===== src/rtl/sequenciador_exibicao_pkg.sv =====
// Shared definitions for the LED playback sequencer: state codes, config bit indices
// and the timer sizing helper.
package sequenciador_exibicao_pkg;

   typedef enum logic [4:0] {
      OCIOSO  = 5'b00000,
      CARREGA = 5'b00001,
      ACENDE  = 5'b00010,
      APAGA   = 5'b00011,
      FIM     = 5'b00100
   } estado_t;

   localparam int CFG_MODO   = 0;
   localparam int CFG_RAPIDO = 1;

   function automatic int max3(input int a, input int b, input int c);
      int m;
      m = (a > b) ? a : b;
      return (m > c) ? m : c;
   endfunction

endpackage


===== src/rtl/sequenciador_exibicao_temporizador.sv =====
// Loadable down-counter; fim is high on the cycle the count reaches 1, so a load of N
// spans exactly N cycles before the owner acts on fim.
module temporizador_exibicao #(
   parameter int W = 9
) (
   input  logic         i_clock,
   input  logic         i_reset,
   input  logic         i_carrega,
   input  logic [W-1:0] i_valor,
   output logic         o_fim
);

   logic [W-1:0] r_contagem;

   always_ff @(posedge i_clock) begin
      if (!i_reset) begin
         r_contagem <= '0;
      end else if (i_carrega) begin
         r_contagem <= i_valor;
      end else if (r_contagem != '0) begin
         r_contagem <= r_contagem - 1'b1;
      end
   end

   assign o_fim = (r_contagem == W'(1));

endmodule


===== src/rtl/sequenciador_exibicao.sv =====
// Replays stored jogada values on the LEDs: per item 1 load cycle + ON window + OFF gap,
// then a one-cycle pronto; abortar returns to idle at the next edge.
module sequenciador_exibicao
   import sequenciador_exibicao_pkg::*;
#(
   parameter int ADDR_W      = 4,
   parameter int T_ON        = 500,
   parameter int T_ON_RAPIDO = 250,
   parameter int T_OFF       = 200,
   parameter int DEMO_LIMITE = 3
) (
   input  logic              clock,
   input  logic              reset,
   input  logic              iniciar,
   input  logic              abortar,
   input  logic [1:0]        configuracao,
   input  logic [ADDR_W-1:0] limite_rodada,
   input  logic [3:0]        dado_memoria,
   output logic [ADDR_W-1:0] endereco,
   output logic [3:0]        leds,
   output logic              ocupado,
   output logic              pronto,
   output logic              db_modo,
   output logic [4:0]        db_estado
);

   localparam int TW = $clog2(max3(T_ON, T_ON_RAPIDO, T_OFF) + 1);

   if (T_ON <= 0 || T_ON_RAPIDO <= 0 || T_OFF <= 0) begin : g_param_invalido
      $error("sequenciador_exibicao: T_ON, T_ON_RAPIDO and T_OFF must be nonzero");
   end

   estado_t           r_estado;
   logic [ADDR_W-1:0] r_endereco;
   logic [ADDR_W-1:0] r_limite_ef;
   logic [3:0]        r_leds;
   logic              r_modo;
   logic              r_rapido;

   logic [ADDR_W-1:0] w_limite_ef;
   logic              w_carrega;
   logic [TW-1:0]     w_valor;
   logic              w_fim;

   // Demo mode clamps the last address shown to DEMO_LIMITE.
   always_comb begin
      w_limite_ef = limite_rodada;
      if (configuracao[CFG_MODO] && (limite_rodada > ADDR_W'(DEMO_LIMITE))) begin
         w_limite_ef = ADDR_W'(DEMO_LIMITE);
      end
   end

   always_comb begin
      w_carrega = 1'b0;
      w_valor   = TW'(T_OFF);
      if (reset && !abortar) begin
         if (r_estado == CARREGA) begin
            w_carrega = 1'b1;
            w_valor   = r_rapido ? TW'(T_ON_RAPIDO) : TW'(T_ON);
         end else if (r_estado == ACENDE && w_fim) begin
            w_carrega = 1'b1;
         end
      end
   end

   temporizador_exibicao #(.W(TW)) u_temporizador (
      .i_clock   (clock),
      .i_reset   (reset),
      .i_carrega (w_carrega),
      .i_valor   (w_valor),
      .o_fim     (w_fim)
   );

   always_ff @(posedge clock) begin
      if (!reset) begin
         r_estado    <= OCIOSO;
         r_endereco  <= '0;
         r_limite_ef <= '0;
         r_leds      <= '0;
         r_modo      <= 1'b0;
         r_rapido    <= 1'b0;
      end else if (abortar && r_estado != OCIOSO) begin
         r_estado <= OCIOSO;
         r_leds   <= '0;
      end else begin
         case (r_estado)
            OCIOSO: begin
               if (iniciar && !abortar) begin
                  r_modo      <= configuracao[CFG_MODO];
                  r_rapido    <= configuracao[CFG_RAPIDO];
                  r_limite_ef <= w_limite_ef;
                  r_endereco  <= '0;
                  r_estado    <= CARREGA;
               end
            end
            CARREGA: begin
               r_leds   <= dado_memoria;
               r_estado <= ACENDE;
            end
            ACENDE: begin
               if (w_fim) begin
                  r_leds   <= '0;
                  r_estado <= APAGA;
               end
            end
            APAGA: begin
               if (w_fim) begin
                  if (r_endereco == r_limite_ef) begin
                     r_estado <= FIM;
                  end else begin
                     r_endereco <= r_endereco + 1'b1;
                     r_estado   <= CARREGA;
                  end
               end
            end
            FIM: begin
               r_estado <= OCIOSO;
            end
            default: begin
               r_estado <= OCIOSO;
               r_leds   <= '0;
            end
         endcase
      end
   end

   assign endereco  = r_endereco;
   assign leds      = r_leds;
   assign db_modo   = r_modo;
   assign db_estado = r_estado;
   assign ocupado   = (r_estado != OCIOSO);
   assign pronto    = (r_estado == FIM);

endmodule


===== config.mk =====
export PLATFORM = sky130hd
export DESIGN_NAME = sequenciador_exibicao
export DESIGN_NICKNAME = d
export VERILOG_FILES = /design/src/rtl/sequenciador_exibicao_pkg.sv /design/src/rtl/sequenciador_exibicao_temporizador.sv /design/src/rtl/sequenciador_exibicao.sv
export SDC_FILE = /design/constraint.sdc
export NUM_CORES = 1
export LEC_CHECK = 0
export BUFFER_PORTS_ARGS = -buffer_cell sky130_fd_sc_hd__buf_2
export CAP_MARGIN = 20
export CORE_MARGIN = 2
export CORE_UTILIZATION = 48
export CTS_CLUSTER_SIZE = 20
export DETAILED_ROUTE_END_ITERATION = 7
export HOLD_SLACK_MARGIN = 0.06
export PLACE_DENSITY = 0.72
export SETUP_SLACK_MARGIN = 0.1
export SYNTH_ARGS = -nofsm -noshare
export SYNTH_HDL_FRONTEND = slang
export SYNTH_HIERARCHICAL = 1
export SYNTH_SLANG_ARGS = --single-unit

===== constraint.sdc =====
create_clock -name clock -period 2.6 [get_ports clock]
set_clock_uncertainty 0.05 [all_clocks]
set_input_delay 0.26 -clock clock [delete_from_list [all_inputs] [get_ports clock]]
set_output_delay 0.26 -clock clock [all_outputs]
set_load 0.02 [all_outputs]

==> run summary, run 1 <==
The number of antenna diodes in the final layout is 0. The endpoint class of the critical path is a flop. The logs give 0.05842 ns for the pre-CTS setup slack and 2.57 ns for the arrival time of data at the critical path endpoint.

For this design the top-level I/O count stands at 30. The flow ran to the end, and the final reports show no timing, DRC or antenna violations. The detailed router finished its first iteration with 57 violations.

After detailed routing, the average wire length per cell comes to 12.76 µm. The cell type contributing the most total cell area after synthesis is sky130_fd_sc_hd__dfxtp_1. The top achievable clock speed is 0.4139 GHz, and the total wire length is 2.973 mm.

The critical path starts at u_temporizador/r_contagem[6]$_SDFFE_PN0P_. The sequential-to-total area share from yosys stat was 36.91%; the number of buffers added by the clock tree synthesis step was 3. After the last flow step, the layout net total stands at 221. By area, the combinational part of the netlist is dominated by simple AND/OR/NAND/NOR gates.

The cell sitting at the root of the clock tree is a sky130_fd_sc_hd__clkbuf_4. Worst-skew pair later-pin latency: 0.31 ns. Hold violation total from the final report: 0. The tools report the global routing usage on met3 as 2.902%. For the initial antenna violation count, the log shows 0. The synthesized design contains 0 enable-type register cells. Adding up every negative setup slack in the final design gives 0 ns. The multiplexer share of the synthesized area came out at 3.638%. The Yosys step of the flow raised 6 warnings.

In this run the most critical hold path is launched from dado_memoria[0]. For the data required time at the worst endpoint, the log shows 2.76 ns. The synthesis-to-finish area growth was 18.01%. Max-cap violations in this run came to 0.

Summing the areas of all compound-gate instances in the mapped netlist gives 20.59% of the synthesized area. TritonCTS built the clock tree. Most frequent cell after synthesis: sky130_fd_sc_hd__dfxtp_1. Row generation in the floorplan step produced 19 rows. In the global route stage, overall resource usage came out at 19.41%. Once layout is complete, the utilization of the core stands at 59.83%. The worst hold margin came out at 0.1203 ns.

The weighted congestion at the end of routability-driven global placement was 0.8468; the sequential cell area in the final layout was 521.8 µm². The run gives 1256 as the number of global-route vias before repair. The multi-input gate area in the final layout was 868.3 µm². Setup violations remaining at the end of the flow were counted as 0. The clock transition at the registers of the reported paths works out to 0.14 ns. Summing internal, switching and leakage power gives 0.001506 W. The HPWL after detailed placement is 2.175 mm. The number of unique standard cell types used by synthesis is 48, and the share of Yosys cell area claimed by the top area cell type is 36.91%. The worst voltage drop across the vdd grid was 680.4 µV. The first detailed-routing pass ran for 5 iterations.

Counting every sink on the clock net gives 26. Share of final-layout standard cells stronger than drive strength 1: 26.73%. Routing layer with the top usage in global route: met2.

The number of buffers between clock root and the deepest sink is 2, and the remaining global-route overflow is 0. The number of pins exceeding their max-slew limit in the final report is 0, and the detail-routed via count per cell is 5.571. For this run, the leading register cell type out of synthesis is sky130_fd_sc_hd__dfxtp_1. By count the netlist is led by sky130_fd_sc_hd__dfxtp_1, sky130_fd_sc_hd__nor2_1, sky130_fd_sc_hd__nand2_1. For this run, design rule violations remaining after detail routing come to 0. The worst path needs 2.416 ns of the cycle, external delays included.

The worst setup path is launched from a flop. The synthesized netlist devotes 4.348% of its cell area to XOR and XNOR gates. Counting the fill cells in the layout gives 264. The H-tree depth was 1. The maximum fanout encountered on the critical timing path is 5. Setup slack on the critical path of the routed design comes to 0.1840 ns. In the post-synthesis netlist, the biggest area contributors are sky130_fd_sc_hd__dfxtp_1, sky130_fd_sc_hd__nor2_1, sky130_fd_sc_hd__nand2_1. The share of synthesized cell area in full adder, half adder and majority cells was 2.662%; the number of nets still failing antenna checks after routing was 0. Async set or reset register ratio after synthesis: 0%.

For met1 alone, demand over resource in global routing was 24.86%. Die outline height: 58.20 µm. The starting utilization of the core area came out at 50.70%. Hold repair after CTS inserted 0 buffers.

The floorplan step defined a die boundary enclosing 0.003387 mm². The post-synthesis cell count is 170. Power per cell area: 904.7 mW/mm². Setup repair after global routing left no endpoint under its margin. The number of buffer cells added on primary ports is 27. The min-delay analysis places its worst path in the category primary input to flop. The worst register-to-register path begins at u_temporizador/r_contagem[6]$_SDFFE_PN0P_. The count of state elements after synthesis works out to 26. The maximum number of pins on one net before global-route repair is 22, and the netlist area before placement is 0.001410 mm².

After Yosys synthesis, and, or, nand and nor cells account for 27.06% of the synthesized area. The worst setup path is of the flop to flop kind. The core region is 0.002781 mm².

The post-route fraction of the period consumed by the critical path is 92.92%. Mean instance size in the synthesized netlist: 8.295 µm². In the global route stage, met2 resource usage came out at 32.63%. Floorplan die width: 58.20 µm.

Detailed routing inserted a total of 1298 vias. The first global-routing pass estimated 5.250 mm of wire. The leakage power of the design was 0.7331 nW.
==> cell type report <==
type / instances / area share (%)
Tap cell: 31 / 2.331
Sequential cell: 26 / 31.35
Inverter: 4 / 1.053
Timing Repair Buffer: 35 / 11.73
Clock buffer: 3 / 1.353
Multi-Input combinational cell: 134 / 52.18
==> timing repair <==
action / 4_1_cts / 5_1_grt
pin swaps: 1 / 2
endpoints found under the setup margin: 6 / 11
gates resized for setup: 3 / 7
setup buffers: 2 / 0
==> path summary, 6_finish.rpt <==
path / endpoint / slack (ns) / cells after the start
setup / recovery: u_temporizador/r_contagem[3]$_SDFFE_PN0P_ / 0.18 / 11
hold / removal: leds[0]$_SDFFE_PP0P_ / 0.12 / 3
setup reg to reg: u_temporizador/r_contagem[3]$_SDFFE_PN0P_ / 0.18 / 11
hold reg to reg: db_modo$_SDFFE_PN0P_ / 0.42 / 2
==> flip-flops by register name, indices dropped and copies added (netlist names) <==
register and cells:
leds 4, db_estado 3, db_modo 1, r_limite_ef 4, endereco 4, u_temporizador/r_contagem 9
r_rapido 1
==> stage by stage <==
step / instances / instance area, µm²
after floorplan: 173 / 1425
after global placement: 228 / 1598
after detailed placement: 228 / 1598
after CTS: 233 / 1645
after global routing: 233 / 1664
final: 233 / 1664
==> cells in the final DEF (no fill, tap or decap), types with 2 or more instances in the layout <==
master / Yosys / final
sky130_fd_sc_hd__a211oi_1: 5 / 4
sky130_fd_sc_hd__a21boi_0: 5 / 5
sky130_fd_sc_hd__a21oi_1: 7 / 7
sky130_fd_sc_hd__a32oi_1: 4 / 4
sky130_fd_sc_hd__and2_1: 3 / 3
sky130_fd_sc_hd__buf_2: 2 / 27
sky130_fd_sc_hd__buf_4: 2 / 8
sky130_fd_sc_hd__clkbuf_4: 0 / 3
sky130_fd_sc_hd__conb_1: 2 / 5
sky130_fd_sc_hd__dfxtp_1: 26 / 25
sky130_fd_sc_hd__ha_1: 3 / 3
sky130_fd_sc_hd__inv_1: 3 / 3
sky130_fd_sc_hd__mux2i_1: 4 / 4
sky130_fd_sc_hd__nand2_1: 17 / 17
sky130_fd_sc_hd__nand3_1: 4 / 4
sky130_fd_sc_hd__nand3b_1: 2 / 2
sky130_fd_sc_hd__nor2_1: 19 / 18
sky130_fd_sc_hd__nor2b_1: 2 / 2
sky130_fd_sc_hd__nor3_1: 2 / 2
sky130_fd_sc_hd__nor4_1: 5 / 5
sky130_fd_sc_hd__o211a_1: 2 / 2
sky130_fd_sc_hd__o21ai_0: 6 / 4
sky130_fd_sc_hd__o31ai_1: 3 / 3
sky130_fd_sc_hd__or2_2: 4 / 4
sky130_fd_sc_hd__or3_1: 4 / 4
sky130_fd_sc_hd__xnor2_1: 3 / 3
sky130_fd_sc_hd__xor2_1: 4 / 4
==> where the power goes <==
part           switching (W)  total (W)  internal, W  leakage, nW
clock               0.000112   0.000166    0.0000541       0.0138
sequential         0.0000922   0.000576     0.000483        0.213
combinational       0.000409   0.000763     0.000355        0.506
total               0.000613    0.00151     0.000892        0.733
==> routing by layer <==
metal	up-vias	wire length (µm)
li1	668	-
met5	-	0
met3	4	63
met2	12	1530
met1	614	1345
met4	0	33
==> kinds of logic (layout without fill, tap and decap cells) <==
| family | Yosys count | count (layout) |
|---|---|---|
| fa+ha+maj | 3 | 3 |
| mux | 5 | 5 |
| xor+xnor | 7 | 7 |
| simple gates | 74 | 74 |
| other cells | 2 | 5 |
| flops | 26 | 26 |
| compound gates | 40 | 40 |
| buf+inv | 13 | 42 |
==> worst max-delay path, stage by stage, from the launching register on <==
cell and delay [ns]:
sky130_fd_sc_hd__dfxtp_2 0.36, sky130_fd_sc_hd__or4_4 0.55, sky130_fd_sc_hd__nor2_2 0.12, sky130_fd_sc_hd__and3_4 0.22, sky130_fd_sc_hd__nand2_1 0.07, sky130_fd_sc_hd__o21ai_0 0.15, sky130_fd_sc_hd__nor4bb_2 0.24, sky130_fd_sc_hd__buf_4 0.19
sky130_fd_sc_hd__buf_4 0.12, sky130_fd_sc_hd__a21oi_1 0.03, sky130_fd_sc_hd__a21oi_1 0.14, sky130_fd_sc_hd__nor2_1 0.07
Power figures use the tool's default switching activity.
==> run 2: changes to the inputs <==
Settings changed: SYNTH_HIERARCHICAL 1 to not set.
==> run 2 against run 1 <==
Power rose by 1.0%. Register-to-register slack better by 0.47 ns. Final cell count fell by 7.3%. Routed wire length is 3.3% lower. Worst hold slack gained 0.011 ns. Via count fell by 5.9%.
==> run summary, run 2 <==
During I/O placement, the number of pins put on the boundary was 30. The post-route fraction of the period consumed by the critical path works out to 74.77%. The starting utilization of the core area was 50.83%. The remaining routing DRC violations came out at 0.

After synthesis, the netlist uses 47 different library cells. Post-cts sizing count: 0. The pre-antenna-repair detailed-routing pass consisted of 4 iterations.

For the pin with the worst max-slew slack, the measured transition is 0.6268 ns. H-tree depth: 1. The number of flops mapped to enable cells by yosys was 0; the hold violation total from the final report was 0.

Data on the critical path is required at its endpoint by 2.81 ns. The floorplan step defined a die boundary enclosing 0.003395 mm². The clock sink count was 26. The register with the most flip-flops in the layout has 9 of them. The net count of the finished layout is 204. The path class of the tightest hold or removal check is primary input to flop. After detailed routing, the average wire length per cell comes to 13.31 µm. In the layout the commonest cells are sky130_fd_sc_hd__buf_2, sky130_fd_sc_hd__dfxtp_1, sky130_fd_sc_hd__nand2_1. Relative to the synthesized area, the layout overhead comes to 11.42%. Count of vias placed by the detailed router: 1221. Number of pins exceeding their max-slew limit in the final report: 0. The number of antenna diodes in the final layout is 0. The floorplan has 19 rows. Timing would allow up to 0.5144 GHz. The number of hold buffers added after cts was 0.

TritonCTS built the clock tree. The tools report the count of yosys warnings during synthesis as 0. Dividing the synthesized area by the synthesized cell count gives 8.837 µm².

After clock tree synthesis, the clock-pin slew on the worst setup and hold paths is 0.13 ns. The synthesized design devotes to its leading area cell type 36.81% of total area. The tools report the total global-route track usage as 19.20%. The run gives 0 as the initial antenna violation count. The netlist area before placement was 0.001414 mm². The maximum number of pins on one net before global-route repair was 18; the DRC violation total after the first TritonRoute iteration was 71. In the final layout, the share of cells above drive strength 1 is 21.62%.

The worst pin sits at a relative slew slack of 58.12%. The root buffer cell chosen for the clock tree is sky130_fd_sc_hd__clkbuf_4. The number of buffers added by the clock tree synthesis step is 3.

For the worst-skew pair later-pin latency, the log shows 0.32 ns. The tools report the area of the core region as 0.002781 mm². For this run, the leading register cell type out of synthesis is sky130_fd_sc_hd__dfxtp_1. Setup repair after global routing left no endpoint under its margin. The floorplan die width was 58.27 µm; the number of buffers between clock root and the deepest sink was 2. The flow ran to the end, and the final reports show no timing, DRC or antenna violations. Sequential elements use 36.81% of the synthesized area. For this design the ratio of total power to cell area is 965.4 mW/mm². The number of nets still failing antenna checks after routing came out at 0.

The total wire length is 2.875 mm, and the slack of the worst reg-to-reg path is 0.66 ns. Post-CTS timing repair inserted 0 buffers for setup. Count of endpoints failing setup in the final report: 0.

The launching element type of the critical path is a flop. After global routing the overflow that remains totals 0. IR analysis of the VDD net gives a maximum drop of 687.4 µV. The async set or reset register ratio after synthesis was 0%.

Input and output buffers added on the ports amount to 27. For this run, the share of the core covered by cells in the final layout is 56.64%. In the routed layout, each cell is associated on average with a via count of 5.653. Detailed placement finished with a half-perimeter wire length of 2.225 mm.

The register name with the most flops was u_temporizador.r_contagem. Along the worst path, the maximum fanout reaches 10. Yosys attributes the largest share of cell area to sky130_fd_sc_hd__dfxtp_1, sky130_fd_sc_hd__xnor2_1, sky130_fd_sc_hd__ha_1. The first global-routing pass estimated 5.085 mm of wire.

The number of global-route vias before repair is 1147, and the standard cell area after detailed placement is 0.001539 mm². The die is 58.27 µm tall. The library cell used most frequently in the layout, excluding fill and tap cells, is sky130_fd_sc_hd__buf_2. In the post-synthesis netlist, the cell with the most instances is sky130_fd_sc_hd__dfxtp_1. The time the final worst path needs with I/O delays and setup works out to 1.944 ns. The run gives 0.6946 nW as the leakage power of the design.

The worst setup path is captured at a flop. The commonest cells after synthesis are sky130_fd_sc_hd__dfxtp_1, sky130_fd_sc_hd__nand2_1, sky130_fd_sc_hd__nor2_1. The critical path start-end classification is flop to flop. STA puts the critical path data arrival time at 2.15 ns. Adding up every negative setup slack in the final design gives 0 ns. The tools report the post-synthesis cell count as 160.

The cell type contributing the most total cell area after synthesis was sky130_fd_sc_hd__dfxtp_1. Once layout is done, the placed cells without fillers occupy 0.001575 mm². Routability-driven placement finished with a final weighted congestion of 0.8372. Counting flops and latches in the post-synthesis netlist gives 26. Across the run, the number of max-cap violations was 0.
run 2: cell count changes in the layout (fill, tap and decap cells not counted), moves of 4 or more:
cell,change
sky130_fd_sc_hd__nor4_1,-4
sky130_fd_sc_hd__or3_1,-4
sky130_fd_sc_hd__a32oi_1,-4
sky130_fd_sc_hd__nand2_1,-5
sky130_fd_sc_hd__a21boi_0,-4
sky130_fd_sc_hd__nor2b_1,+4
sky130_fd_sc_hd__nand4_1,+4
sky130_fd_sc_hd__or2_2,-4
sky130_fd_sc_hd__a22oi_1,+4
sky130_fd_sc_hd__buf_4,-8
sky130_fd_sc_hd__nor2_1,-7
sky130_fd_sc_hd__xnor2_1,+5
run 2: per-layer routing:
metal / GRT usage [%] / routed length (µm) / up-vias
met5: 0 / 0 / -
met4: 8.970 / 40 / 0
met3: 2.679 / 98 / 4
met2: 30.98 / 1404 / 27
met1: 25.24 / 1331 / 563
li1: - / - / 627
run 2: kinds of logic after synthesis:
logic type      share of synthesized area, %
compound gates                         17.88
xor+xnor                               6.815
fa+ha+maj                              3.540
buf+inv                                5.310
flops                                  36.81
mux                                    2.212
other cells                           0.2652
simple gates                           27.17
run 2: worst paths after layout:
path	start	endpoint	cells past startpoint
worst max-delay path	u_temporizador.r_contagem[5]$_SDFFE_PN0P_	db_estado[0]$_SDFFE_PP0P_	5
worst min-delay path	dado_memoria[2]	leds[2]$_SDFFE_PP0P_	3
worst max register to register	u_temporizador.r_contagem[5]$_SDFFE_PN0P_	db_estado[0]$_SDFFE_PP0P_	5
worst min register to register	leds[2]$_SDFFE_PP0P_	leds[2]$_SDFFE_PP0P_	2
run 2: worst max-delay path: stages (launching register included):
cell	delay [ns]
sky130_fd_sc_hd__dfxtp_1	0.39
sky130_fd_sc_hd__nor4_4	0.40
sky130_fd_sc_hd__and4b_1	0.49
sky130_fd_sc_hd__o22ai_4	0.11
sky130_fd_sc_hd__a2111o_1	0.38
sky130_fd_sc_hd__o21ai_0	0.07
run 2: layout make-up:
class	count	area (µm²)
Clock buffer	4	36.28
Fill cell	264	1206
Inverter	6	22.52
Multi-Input combinational cell	122	822.0
Sequential cell	26	520.5
Tap cell	31	38.79
Timing Repair Buffer	27	135.1
run 2: report_power, final:
part / switching [W] / internal, W / total (W)
clock network: 0.000116 / 0.0000856 / 0.000201
registers: 0.000113 / 0.000488 / 0.000601
logic: 0.000392 / 0.000327 / 0.000719
run 2: stage by stage:
| step | power [W] | hold slack (ns) | instances | setup slack, ns |
|---|---|---|---|---|
| detailed placement | 0.001323 | 0.4330 | 212 | 0.6890 |
| finish | 0.001521 | 0.1316 | 216 | 0.6560 |
| CTS | 0.001530 | 0.1224 | 216 | 0.6538 |
| global placement | 0.001297 | 0.4249 | 212 | 0.7488 |
| global route | 0.001647 | 0.1229 | 216 | 0.4987 |
| floorplan | 0.001190 | 0.3638 | 161 | 0.8831 |
==> run 3: changes to the inputs <==
Settings changed: CORE_UTILIZATION 48 to 53, PLACE_DENSITY 0.72 to 0.76.
Clock period 2.6 ns to 2 ns, I/O delays scaled along.
==> run 3 against run 2 <==
Die area down 8.8%. Fmax is 8.9% higher. Global-route usage rose by 0.29 points. Setup slack lost 0.44 ns. Design area increased by 2.3%. Clock power up 30%. Flip-flop and latch count unchanged. Final cell count grew 0.93%. Largest power group unchanged. Via count rose by 3.2%. Power grew 34%. Register-to-register slack lost 0.44 ns. Count of clock-buffer cells in the layout stayed put.
==> run summary, run 3 (synthesis results as in run 2) <==
Launching element type of the critical path: a flop. The total wire length is 3.017 mm, and the share of power burned in the clock network is 12.9%. Die outline height: 55.65 µm. Max-cap violations in this run came to 0. The number of global-route vias before repair came out at 1167. The worst register-to-register path ends at u_temporizador.r_contagem[3]$_SDFFE_PN0P_. The tools report the buffer cell driving the clock tree root as sky130_fd_sc_hd__clkbuf_4.

The internal portion of the total power is 0.001209 W. The tools report the total global-route track usage as 19.49%. 30 I/O pins were placed. Average routed wire per standard cell: 13.84 µm. The most common cell after layout, fill and taps aside is sky130_fd_sc_hd__buf_2.

The detailed router placed 1260 vias in this run. For the share of power burned in combinational logic, the log shows 48.4%. Counting flops per register, the top entry is u_temporizador.r_contagem.

The clock drives 26 sinks. The clock reaches the later pin of the worst-skew pair after 0.31 ns. Leaving out filler cells and counting taps, the final layout contains 218. Of the cells placed in the final design, the portion with a size suffix greater than 1 is 25.53%.

The worst hold path belongs to the class primary input to flop. In this run, CTS created clock tree buffers numbering 3. No sink is reached through more buffers than the 2 on the longest clock path.

The clock transition at the registers of the reported paths was 0.14 ns. The number of antenna repair diodes was 0; the wire length of the first global-routing pass was 4.926 mm. For the data required time at the worst endpoint, the log shows 2.16 ns. The worst setup path is captured at a flop. Once the clock tree was built, the resizer swapped 0 gates to a different size.

Of the available clock period, the critical path in the final layout requires 89.24%. Setup violations remaining at the end of the flow were counted as 0. The worst voltage drop across the vdd grid is 789.2 µV, and the number of cells on the worst reg-to-reg path is 7. The initial antenna violation count was 0; the switching power was 0.0008230 W.

The arrival time of data at the critical path endpoint was 1.94 ns; the remaining global-route overflow was 0. Setup repair after global routing could not meet its margin everywhere. The remaining routing DRC violations is 0, and the slack of the worst reg-to-reg path is 0.22 ns.

The first detailed-routing pass took 4 iterations. For this run, the share of the core covered by cells in the final layout is 64.46%. The library cells used most frequently in the layout, excluding fill and tap cells, are sky130_fd_sc_hd__buf_2, sky130_fd_sc_hd__dfxtp_1, sky130_fd_sc_hd__nor2_1. The critical path ends at u_temporizador.r_contagem[3]$_SDFFE_PN0P_. The total die area was 0.003097 mm²; the net count of the finished layout was 207. The leakage power of the design is 0.7114 nW, and the maximum number of pins on one net before global-route repair is 18. The number of buffer cells added on primary ports is 27. The run gives 56.56% as the starting utilization of the core area. The floorplan step set the die width to 55.65 µm. The synthesis-to-finish area growth works out to 13.98%.

TritonCTS built the clock tree. In this run switching power makes up 40.49% of total power. For the hold violation total from the final report, the log shows 0. The flow ran to the end, and the final reports show no timing, DRC or antenna violations.

After clock tree synthesis, the setup repair step added 0 buffers. The number of nets still failing antenna checks after routing came out at 0. The power per cell area works out to 1261 mW/mm². Hold repair after CTS inserted 0 buffers.

The tools report the sequential power share as 38.7%. In this run the worst setup path begins at u_temporizador.r_contagem[1]$_SDFFE_PN0P_. The worst path in the final design needs a cycle of 1.785 ns, including I/O delays and setup. Static timing analysis puts the maximum clock frequency at 0.5603 GHz. After detailed routing, the number of vias per cell comes to 5.780. The weighted congestion at the end of routability-driven global placement is 0.8890.

After detailed placement, the design holds a cell count of 214. At the pin with the least slew margin, the transition time is 0.5604 ns. Final hold analysis gives a worst-case slack of 0.07555 ns. H-tree depth: 1. The tools report the area of the core region as 0.002500 mm².

The run gives 62.29% as the worst relative slew slack. The number of standard-cell rows in the floorplan is 18. Summed over all failing endpoints, the final setup total negative slack is 0 ns. For this block, the initial DRC count from the detailed router was 41.

The half-perimeter wire length of the detailed placement result is 2.331 mm. Startpoint of the lowest-slack register-to-register path: u_temporizador.r_contagem[1]$_SDFFE_PN0P_. The maximum fanout encountered on the critical timing path was 6; the flip-flop count of the largest register, all copies and words added was 9. The number of pins exceeding their max-slew limit in the final report came out at 0.

By startpoint and endpoint, the worst setup path is classified as flop to flop.
run 3: cell types whose count changed in the layout (fill, tap and decap cells not counted), sizes merged:
cell,delta
buf,+3
run 3: layout make-up:
cell class,instances,area (µm²)
fillers,215,888.4
multi-input cells,122,837.1
flip-flops and latches,26,520.5
repair buffers,30,157.7
well taps,30,37.54
clock buffers,4,36.28
inverters,6,22.52
run 3: power by group through the flow:
stage / Combinational [W] / Clock [W] / Sequential, W
3_3_place_gp: 0.000928 / 0 / 0.000787
4_1_cts: 0.000967 / 0.000271 / 0.000782
2_1_floorplan: 0.000770 / 0 / 0.000777
6_report: 0.000984 / 0.000262 / 0.000786
5_1_grt: 0.00109 / 0.000286 / 0.000803
3_5_place_dp: 0.000962 / 0 / 0.000794
run 3: metrics by stage:
step | total power (W) | worst slack, ns | cell area (µm²)
floorplan | 0.001546 | 0.2831 | 1418
CTS | 0.002019 | 0.1433 | 1597
detailed placement | 0.001756 | 0.1734 | 1560
global placement | 0.001715 | 0.2529 | 1560
global route | 0.002177 | 0.09873 | 1612
finish | 0.002032 | 0.2151 | 1612
run 3: how the worst min path moves through the flow:
stage,slack [ns],endpoint,start,cells after the start
5_1_grt,0.08,r_limite_ef[0]$_SDFFE_PN0P_,limite_rodada[0],2
6_report,0.08,leds[1]$_SDFFE_PP0P_,dado_memoria[1],3
3_5_place_dp,0.41,leds[3]$_SDFFE_PP0P_,dado_memoria[3],3
3_3_place_gp,0.40,leds[3]$_SDFFE_PP0P_,dado_memoria[3],3
4_1_cts,0.07,leds[1]$_SDFFE_PP0P_,dado_memoria[1],3
2_1_floorplan,0.30,u_temporizador.r_contagem[4]$_SDFFE_PN0P_,reset,1
run 3: critical path, cell delays in order, from the launching register on:
cell                       delay (ns)
sky130_fd_sc_hd__dfxtp_1         0.41
sky130_fd_sc_hd__inv_1           0.10
sky130_fd_sc_hd__ha_1            0.21
sky130_fd_sc_hd__nor2b_1         0.16
sky130_fd_sc_hd__mux2_2          0.28
sky130_fd_sc_hd__a31o_2          0.27
sky130_fd_sc_hd__nand2_2         0.13
sky130_fd_sc_hd__a211oi_1        0.07
run 3: metal layers:
| layer | track usage (%) | up-vias | part of all wire (%) |
|---|---|---|---|
| li1 | - | 625 | - |
| met1 | 25.66 | 594 | 46 |
| met2 | 31.80 | 33 | 49 |
| met3 | 2.558 | 8 | 3.0 |
| met4 | 8.711 | 0 | 1.7 |
| met5 | 0 | - | 0 |
